### src/rtl/spike_rate_decoder_if.sv
// Readout stream of the spike rate decoder: one channel count per beat, valid/ready.
interface spike_rate_decoder_if #(
    parameter int unsigned CH_W  = 2,
    parameter int unsigned CNT_W = 8
);
    logic             out_valid;
    logic             out_ready;
    logic [CH_W-1:0]  out_ch;
    logic [CNT_W-1:0] count_out;
    logic             count_sat;
    logic             out_last;

    modport master (
        output out_valid,
        output out_ch,
        output count_out,
        output count_sat,
        output out_last,
        input  out_ready
    );

    modport slave (
        input  out_valid,
        input  out_ch,
        input  count_out,
        input  count_sat,
        input  out_last,
        output out_ready
    );
endinterface

### src/rtl/spike_rate_decoder.sv
// Spike rate decoder: counts spikes per channel over a programmable window,
// snapshots the counts at window end and streams them out one channel per beat.
module spike_rate_decoder #(
    parameter int unsigned N_CH     = 4,
    parameter int unsigned WINDOW_W = 10,
    parameter int unsigned CNT_W    = 8,
    parameter int unsigned CH_W     = 2
) (
    input  logic                clk,
    input  logic                rst_n,
    input  logic                enable,
    input  logic [WINDOW_W-1:0] window_len,
    input  logic [N_CH-1:0]     spike_in,
    spike_rate_decoder_if.master out_if,
    output logic [7:0]          drop_cnt
);

    localparam int unsigned SUM_W = CNT_W + 1;

    typedef enum logic {IDLE, COUNT} cnt_state_t;
    typedef enum logic {RD_IDLE, RD_SEND} rd_state_t;

    cnt_state_t          cnt_state;
    rd_state_t           rd_state;

    // Live window counters
    logic [CNT_W-1:0]    cnt_q [N_CH];
    logic [N_CH-1:0]     sat_q;
    logic [WINDOW_W-1:0] t_q;
    logic [WINDOW_W-1:0] len_q;

    // Snapshot held while it is being streamed out
    logic [CNT_W-1:0]    sh_cnt [N_CH];
    logic [N_CH-1:0]     sh_sat;

    // Registered output beat
    logic                valid_q;
    logic [CH_W-1:0]     ch_q;
    logic [CNT_W-1:0]    count_q;
    logic                cs_q;
    logic                last_q;

    logic [WINDOW_W-1:0] len_eff_c;
    logic [SUM_W-1:0]    sum_c [N_CH];
    logic [CNT_W-1:0]    cnt_nxt_c [N_CH];
    logic [N_CH-1:0]     sat_nxt_c;
    logic                win_end_c;
    logic                snap_req_c;
    logic                xfer_c;
    logic                load_c;
    logic [CH_W-1:0]     ch_nxt_c;

    // Saturating next counts, window-end detection and readout load decision
    always_comb begin
        len_eff_c  = len_q;
        sat_nxt_c  = '0;
        for (int i = 0; i < N_CH; i++) begin
            sum_c[i]     = '0;
            cnt_nxt_c[i] = '0;
        end

        // Length is taken from window_len on the first cycle of each window; 0 means 1
        if (t_q == '0) begin
            len_eff_c = (window_len == '0) ? WINDOW_W'(1) : window_len;
        end

        for (int i = 0; i < N_CH; i++) begin
            sum_c[i]     = {1'b0, cnt_q[i]} + SUM_W'(spike_in[i]);
            cnt_nxt_c[i] = sum_c[i][CNT_W] ? {CNT_W{1'b1}} : sum_c[i][CNT_W-1:0];
            sat_nxt_c[i] = sat_q[i] | sum_c[i][CNT_W];
        end

        win_end_c  = (t_q == (len_eff_c - WINDOW_W'(1)));
        snap_req_c = (cnt_state == COUNT) && enable && win_end_c;
        xfer_c     = valid_q && out_if.out_ready;
        load_c     = snap_req_c && ((rd_state == RD_IDLE) || (xfer_c && last_q));
        ch_nxt_c   = ch_q + CH_W'(1);
    end

    // Counting FSM: live counters, window timer and latched window length
    always_ff @(posedge clk) begin
        if (!rst_n) begin
            cnt_state <= IDLE;
            t_q       <= '0;
            len_q     <= '0;
            sat_q     <= '0;
            for (int i = 0; i < N_CH; i++) cnt_q[i] <= '0;
        end else begin
            case (cnt_state)
                IDLE: begin
                    t_q   <= '0;
                    sat_q <= '0;
                    for (int i = 0; i < N_CH; i++) cnt_q[i] <= '0;
                    if (enable) cnt_state <= COUNT;
                end
                COUNT: begin
                    if (!enable) begin
                        // Partial window is discarded
                        cnt_state <= IDLE;
                        t_q       <= '0;
                        sat_q     <= '0;
                        for (int i = 0; i < N_CH; i++) cnt_q[i] <= '0;
                    end else begin
                        if (t_q == '0) len_q <= len_eff_c;
                        if (win_end_c) begin
                            t_q   <= '0;
                            sat_q <= '0;
                            for (int i = 0; i < N_CH; i++) cnt_q[i] <= '0;
                        end else begin
                            t_q   <= t_q + WINDOW_W'(1);
                            sat_q <= sat_nxt_c;
                            for (int i = 0; i < N_CH; i++) cnt_q[i] <= cnt_nxt_c[i];
                        end
                    end
                end
                default: cnt_state <= IDLE;
            endcase
        end
    end

    // Readout FSM: snapshot load, beat sequencing and drop counting
    always_ff @(posedge clk) begin
        if (!rst_n) begin
            rd_state <= RD_IDLE;
            valid_q  <= 1'b0;
            ch_q     <= '0;
            count_q  <= '0;
            cs_q     <= 1'b0;
            last_q   <= 1'b0;
            sh_sat   <= '0;
            drop_cnt <= '0;
            for (int i = 0; i < N_CH; i++) sh_cnt[i] <= '0;
        end else if (load_c) begin
            rd_state <= RD_SEND;
            valid_q  <= 1'b1;
            ch_q     <= '0;
            count_q  <= cnt_nxt_c[0];
            cs_q     <= sat_nxt_c[0];
            last_q   <= (N_CH == 1);
            sh_sat   <= sat_nxt_c;
            for (int i = 0; i < N_CH; i++) sh_cnt[i] <= cnt_nxt_c[i];
        end else if (rd_state == RD_SEND) begin
            if (xfer_c && last_q) begin
                rd_state <= RD_IDLE;
                valid_q  <= 1'b0;
                ch_q     <= '0;
                count_q  <= '0;
                cs_q     <= 1'b0;
                last_q   <= 1'b0;
            end else if (xfer_c) begin
                ch_q    <= ch_nxt_c;
                count_q <= sh_cnt[ch_nxt_c];
                cs_q    <= sh_sat[ch_nxt_c];
                last_q  <= (ch_nxt_c == CH_W'(N_CH - 1));
            end
            // A window that ends while a dump is still in flight is lost
            if (snap_req_c && (drop_cnt != 8'hFF)) drop_cnt <= drop_cnt + 8'd1;
        end
    end

    assign out_if.out_valid = valid_q;
    assign out_if.out_ch    = ch_q;
    assign out_if.count_out = count_q;
    assign out_if.count_sat = cs_q;
    assign out_if.out_last  = last_q;

endmodule
### src/flat_wrapper.sv
// flat-port wrapper written by rule: the top's interface ports become plain ports
module spike_rate_decoder_flat 
#(
    parameter int unsigned N_CH     = 4,
    parameter int unsigned WINDOW_W = 10,
    parameter int unsigned CNT_W    = 8,
    parameter int unsigned CH_W     = 2
)
  (clk, rst_n, enable, window_len, spike_in, drop_cnt, out_if_out_valid, out_if_out_ch, out_if_count_out, out_if_count_sat, out_if_out_last, out_if_out_ready);
  spike_rate_decoder_if #(.CH_W(CH_W), .CNT_W(CNT_W)) out_if_i ();
  input  logic clk;
  input  logic rst_n;
  input  logic enable;
  input  logic [WINDOW_W-1:0] window_len;
  input  logic [N_CH-1:0] spike_in;
  output logic [7:0] drop_cnt;
  output wire logic [$bits(out_if_i.out_valid)-1:0] out_if_out_valid;
  output wire logic [$bits(out_if_i.out_ch)-1:0] out_if_out_ch;
  output wire logic [$bits(out_if_i.count_out)-1:0] out_if_count_out;
  output wire logic [$bits(out_if_i.count_sat)-1:0] out_if_count_sat;
  output wire logic [$bits(out_if_i.out_last)-1:0] out_if_out_last;
  input wire logic [$bits(out_if_i.out_ready)-1:0] out_if_out_ready;
  assign out_if_out_valid = out_if_i.out_valid;
  assign out_if_out_ch = out_if_i.out_ch;
  assign out_if_count_out = out_if_i.count_out;
  assign out_if_count_sat = out_if_i.count_sat;
  assign out_if_out_last = out_if_i.out_last;
  assign out_if_i.out_ready = out_if_out_ready;
  spike_rate_decoder #(.N_CH(N_CH), .WINDOW_W(WINDOW_W), .CNT_W(CNT_W), .CH_W(CH_W)) u_core (.clk(clk), .rst_n(rst_n), .enable(enable), .window_len(window_len), .spike_in(spike_in), .out_if(out_if_i), .drop_cnt(drop_cnt));
endmodule
### config.mk
export PLATFORM = sky130hd
export DESIGN_NAME = spike_rate_decoder_flat
export DESIGN_NICKNAME = d
export VERILOG_FILES = /design/src/rtl/spike_rate_decoder_if.sv /design/src/rtl/spike_rate_decoder.sv /design/src/flat_wrapper.sv
export SDC_FILE = /design/constraint.sdc
export NUM_CORES = 1
export LEC_CHECK = 0
export CAP_MARGIN = 20
export CORE_MARGIN = 4
export CORE_UTILIZATION = 59
export CTS_BUF_LIST = sky130_fd_sc_hd__clkbuf_8 sky130_fd_sc_hd__clkbuf_16
export DETAILED_ROUTE_END_ITERATION = 16
export GPL_ROUTABILITY_DRIVEN = 0
export GPL_TIMING_DRIVEN = 0
export PLACE_DENSITY = 0.8
export SLEW_MARGIN = 20
export SYNTH_ARGS = -nofsm -noshare
export SYNTH_HDL_FRONTEND = slang
export SYNTH_SLANG_ARGS = --single-unit
### constraint.sdc
create_clock -name clk -period 5.8 [get_ports clk]
set_clock_uncertainty 0.2 [all_clocks]
set_input_delay 1.16 -clock clk [delete_from_list [all_inputs] [get_ports clk]]
set_output_delay 1.16 -clock clk [all_outputs]
set_load 0.02 [all_outputs]
==> results.md <==
* Status: completed
* CP cell instances: inv_1 > ha_1 > nor4b_1 > clkbuf_2 > nand3_1 > a21boi_0 > ha_1 > nand2_1 > mux2i_1 > o211ai_1 > a2bb2oi_1 > a311oi_4 > nand3_1 > clkbuf_1 > nand2_4
* EDFF count, synth at 56
* Drt wl/cell at around 18 µm
* Mapped Area at roughly 5800 µm²
* Clk root buf: clkbuf_8
* Synthesized flop and latch total at approximately 120
* Cells after Synth at ~590
* Placed wire-length estimate at about 9700 µm
* Max incr delay on CP at 490 ps
* Critical path buffers and inverters at 3
* Fraction of layout cells with a size suffix above 1 at 0.0941
* Post-synth ARST share at 0
* Crit path required time at ~5800 ps
* Top Ports at 39
* 1st-pass router iterations at 8
* RSZ-0062 raised after global routing: false
* Clock Latency Late Sink at 520 ps
* Drt first-iter violations at just over 500
* Maximum vdd ir drop at roughly 0.00018 V
* Core area at 9420 µm²
* Initial Utilization at 0.617
* PD cells at ~300 nW/µm²
* Worst EP arrival at 5410 ps
* Max-cap violations at 0
* Die X at 107 µm
* Die footprint at roughly 11,000 µm²
* Via Count at 4,981
* DP Cell Count at 777
* Peak Freq at 183 MHz
* Slew Viols, Final at 0
* Fin crit period at 5450 ps
* Static leakage at about 2.6 nW
* GRT overflow at 0
* Slowest stage cell, crit path: nor4b_1
* Most common cell after layout, fill and taps aside: nor2_1
* Post-CTS setup buffer count at 0
* CTS clk-pin slew, worst paths at 60 ps
* Area occupied by multi-input gates at about 2900 µm²
* Post-synth top flop: dfxtp_1
* Hold Fails Final Rpt at 0
* Synthesis Warnings at 0
* Sequential share of the synthesized area at 0.493
* # nets final at roughly 700
* N_diodes at 0
* Initial antenna violation count at 0
* Syn Area/Cell at between 9 and 10 µm²
* Num CTS Buffers at 17
* First-pass GRT wire length at roughly 24,000 µm
* Endpoints failing setup at 0
* Final worst setup slack at between 300 and 400 ps
* Clock sinks at around 120
* Worst-Margin Slew at roughly 1100 ps
* Via density at 6.16
* Yosys cell types at 62
* TNS Setup at 0 ps
* Reg area at ~2900 µm²
* DRC Markers at 0
* Worst setup SP type: flop
* CP endpoint kind: flop
* Htree depth at 4
* Largest net degree at the start of global routing at 35
* GRT Resource Usage Total at 0.270
* Clock Tree Buf Depth at 2
* Die height at between 100 and 150 µm
* Post-route ant nets at 0
* Cell Rows at 35
* WS Path Type: flop to flop
* Crit share post-route at 0.940
* Layout area overhead at 21.8%
* Number of global-route vias before repair at ~4,800
* Dpl ws at 209 ps
* Number of I/O port buffers at 38
* Delay-heaviest family, CP: simple AND/OR/NAND/NOR gates
* CTS Hold Buffers Added at 0
* Slew headroom at 0.260
* Commonest cells after routing, fill and taps aside: nor2_1 (115), dfxtp_1 (59), edfxtp_1 (56)
* HP Class: flop to flop
* Filler cell count at between 600 and 700
* CP Max Fanout at 34
* Non-filler instance count after layout at roughly 810
* CTS tree: yes
* Wirelength, routed at between 10,000 and 15,000 µm
## worst min-delay path: stages, from the launching register on
cell,delay (ps)
dfxtp_1,310
nand2_1,50
a21oi_1,60
## routing by layer
| layer | global-route usage | wire [µm] | vias to the layer above |
|---|---|---|---|
| met3 | 0.0542 | 1270 | 42 |
| met4 | 0.100 | 386 | 0 |
| met2 | 0.450 | 7170 | 268 |
| li1 | - | - | 2283 |
| met1 | 0.348 | 5960 | 2388 |
| met5 | 0 | 0 | - |
## final cells by class
cell class | instances | area share
flip-flops and latches | 115 | 0.405
clock inverters | 15 | 0.0304
inverters | 13 | 0.00690
plain buffers | 28 | 0.0157
multi-input cells | 454 | 0.407
clock buffers | 17 | 0.0586
repair buffers | 38 | 0.0538
well taps | 129 | 0.0228
## flip-flops by register name, summed over array words and instances, names as in the netlist
signal / flops
u_core.out_if.count_sat: 1
u_core.out_if.count_out: 8
u_core.len_q: 10
u_core.out_if.out_last: 1
u_core.sat_q: 4
u_core.t_q: 10
u_core.cnt_q: 32
u_core.rd_state: 1
u_core.out_if.out_ch: 2
u_core.drop_cnt: 8
u_core.out_if.out_valid: 1
u_core.sh_sat: 4
u_core.cnt_state: 1
u_core.sh_cnt: 32
## repair_timing
item                                   CTS  global route
setup endpoints to repair                0            34
endpoints found under the hold margin    0             0
gates resized for setup                  0             3
## worst paths after layout
path | startpoint | endpoint | slack (ps) | cells after the start
max | u_core.t_q[0] | u_core.sh_cnt[3][1] | 350 | 15
min | u_core.sh_sat[0] | u_core.sh_sat[0] | 270 | 2
max reg2reg | u_core.t_q[0] | u_core.sh_cnt[3][1] | 350 | 15
min reg2reg | u_core.sh_sat[0] | u_core.sh_sat[0] | 270 | 2
## through the flow
| step | power, mW | area [µm²] | hold slack [ps] | util |
|---|---|---|---|---|
| CTS | 2.11 | 7070 | 261 | 0.751 |
| detailed placement | 1.00 | 6440 | 251 | 0.684 |
| finish | 2.11 | 7070 | 267 | 0.751 |
| global placement | 0.998 | 6430 | 245 | 0.683 |
| floorplan | 0.963 | 5890 | 223 | - |
| global route | 2.17 | 7070 | 305 | 0.751 |
## cells in the mapped netlist, types with 7 or more instances
library cell | n | share of area
nor2_1 | 115 | 0.074
dfxtp_1 | 59 | 0.20
edfxtp_1 | 56 | 0.29
nand3_1 | 44 | 0.038
a21oi_1 | 23 | 0.020
clkbuf_1 | 23 | 0.015
nand2_1 | 23 | 0.015
and3_1 | 19 | 0.020
mux2i_1 | 19 | 0.033
xnor2_1 | 19 | 0.029
o21ai_0 | 14 | 0.012
xor2_1 | 14 | 0.021
ha_1 | 13 | 0.028
inv_1 | 13 | 0.0084
a31oi_1 | 11 | 0.012
nor3_1 | 10 | 0.0086
mux4_2 | 9 | 0.035
nand4_1 | 8 | 0.0086
or3_1 | 7 | 0.0075
## cells by family (layout without fill, tap and decap cells)
group / count (synthesis) / in the layout / synth area share
multiplexers: 30 / 30 / 0.0715
XOR/XNOR: 33 / 33 / 0.0498
AO/OA/AOI/OAI: 85 / 85 / 0.102
other: 1 / 24 / 0.000646
adder cells (fa/ha/maj): 13 / 13 / 0.0280
flip-flops: 115 / 115 / 0.493
buffers and inverters: 41 / 111 / 0.0274
AND/OR/NAND/NOR: 269 / 269 / 0.228
## report_power, final
part | switching (mW) | internal, mW | leakage [nW]
Combinational | 0.0648 | 0.0436 | 1.26
Sequential | 0.0140 | 0.869 | 1.05
Clock | 0.380 | 0.737 | 0.304
No activity file was read; power rests on OpenSTA's default activity.
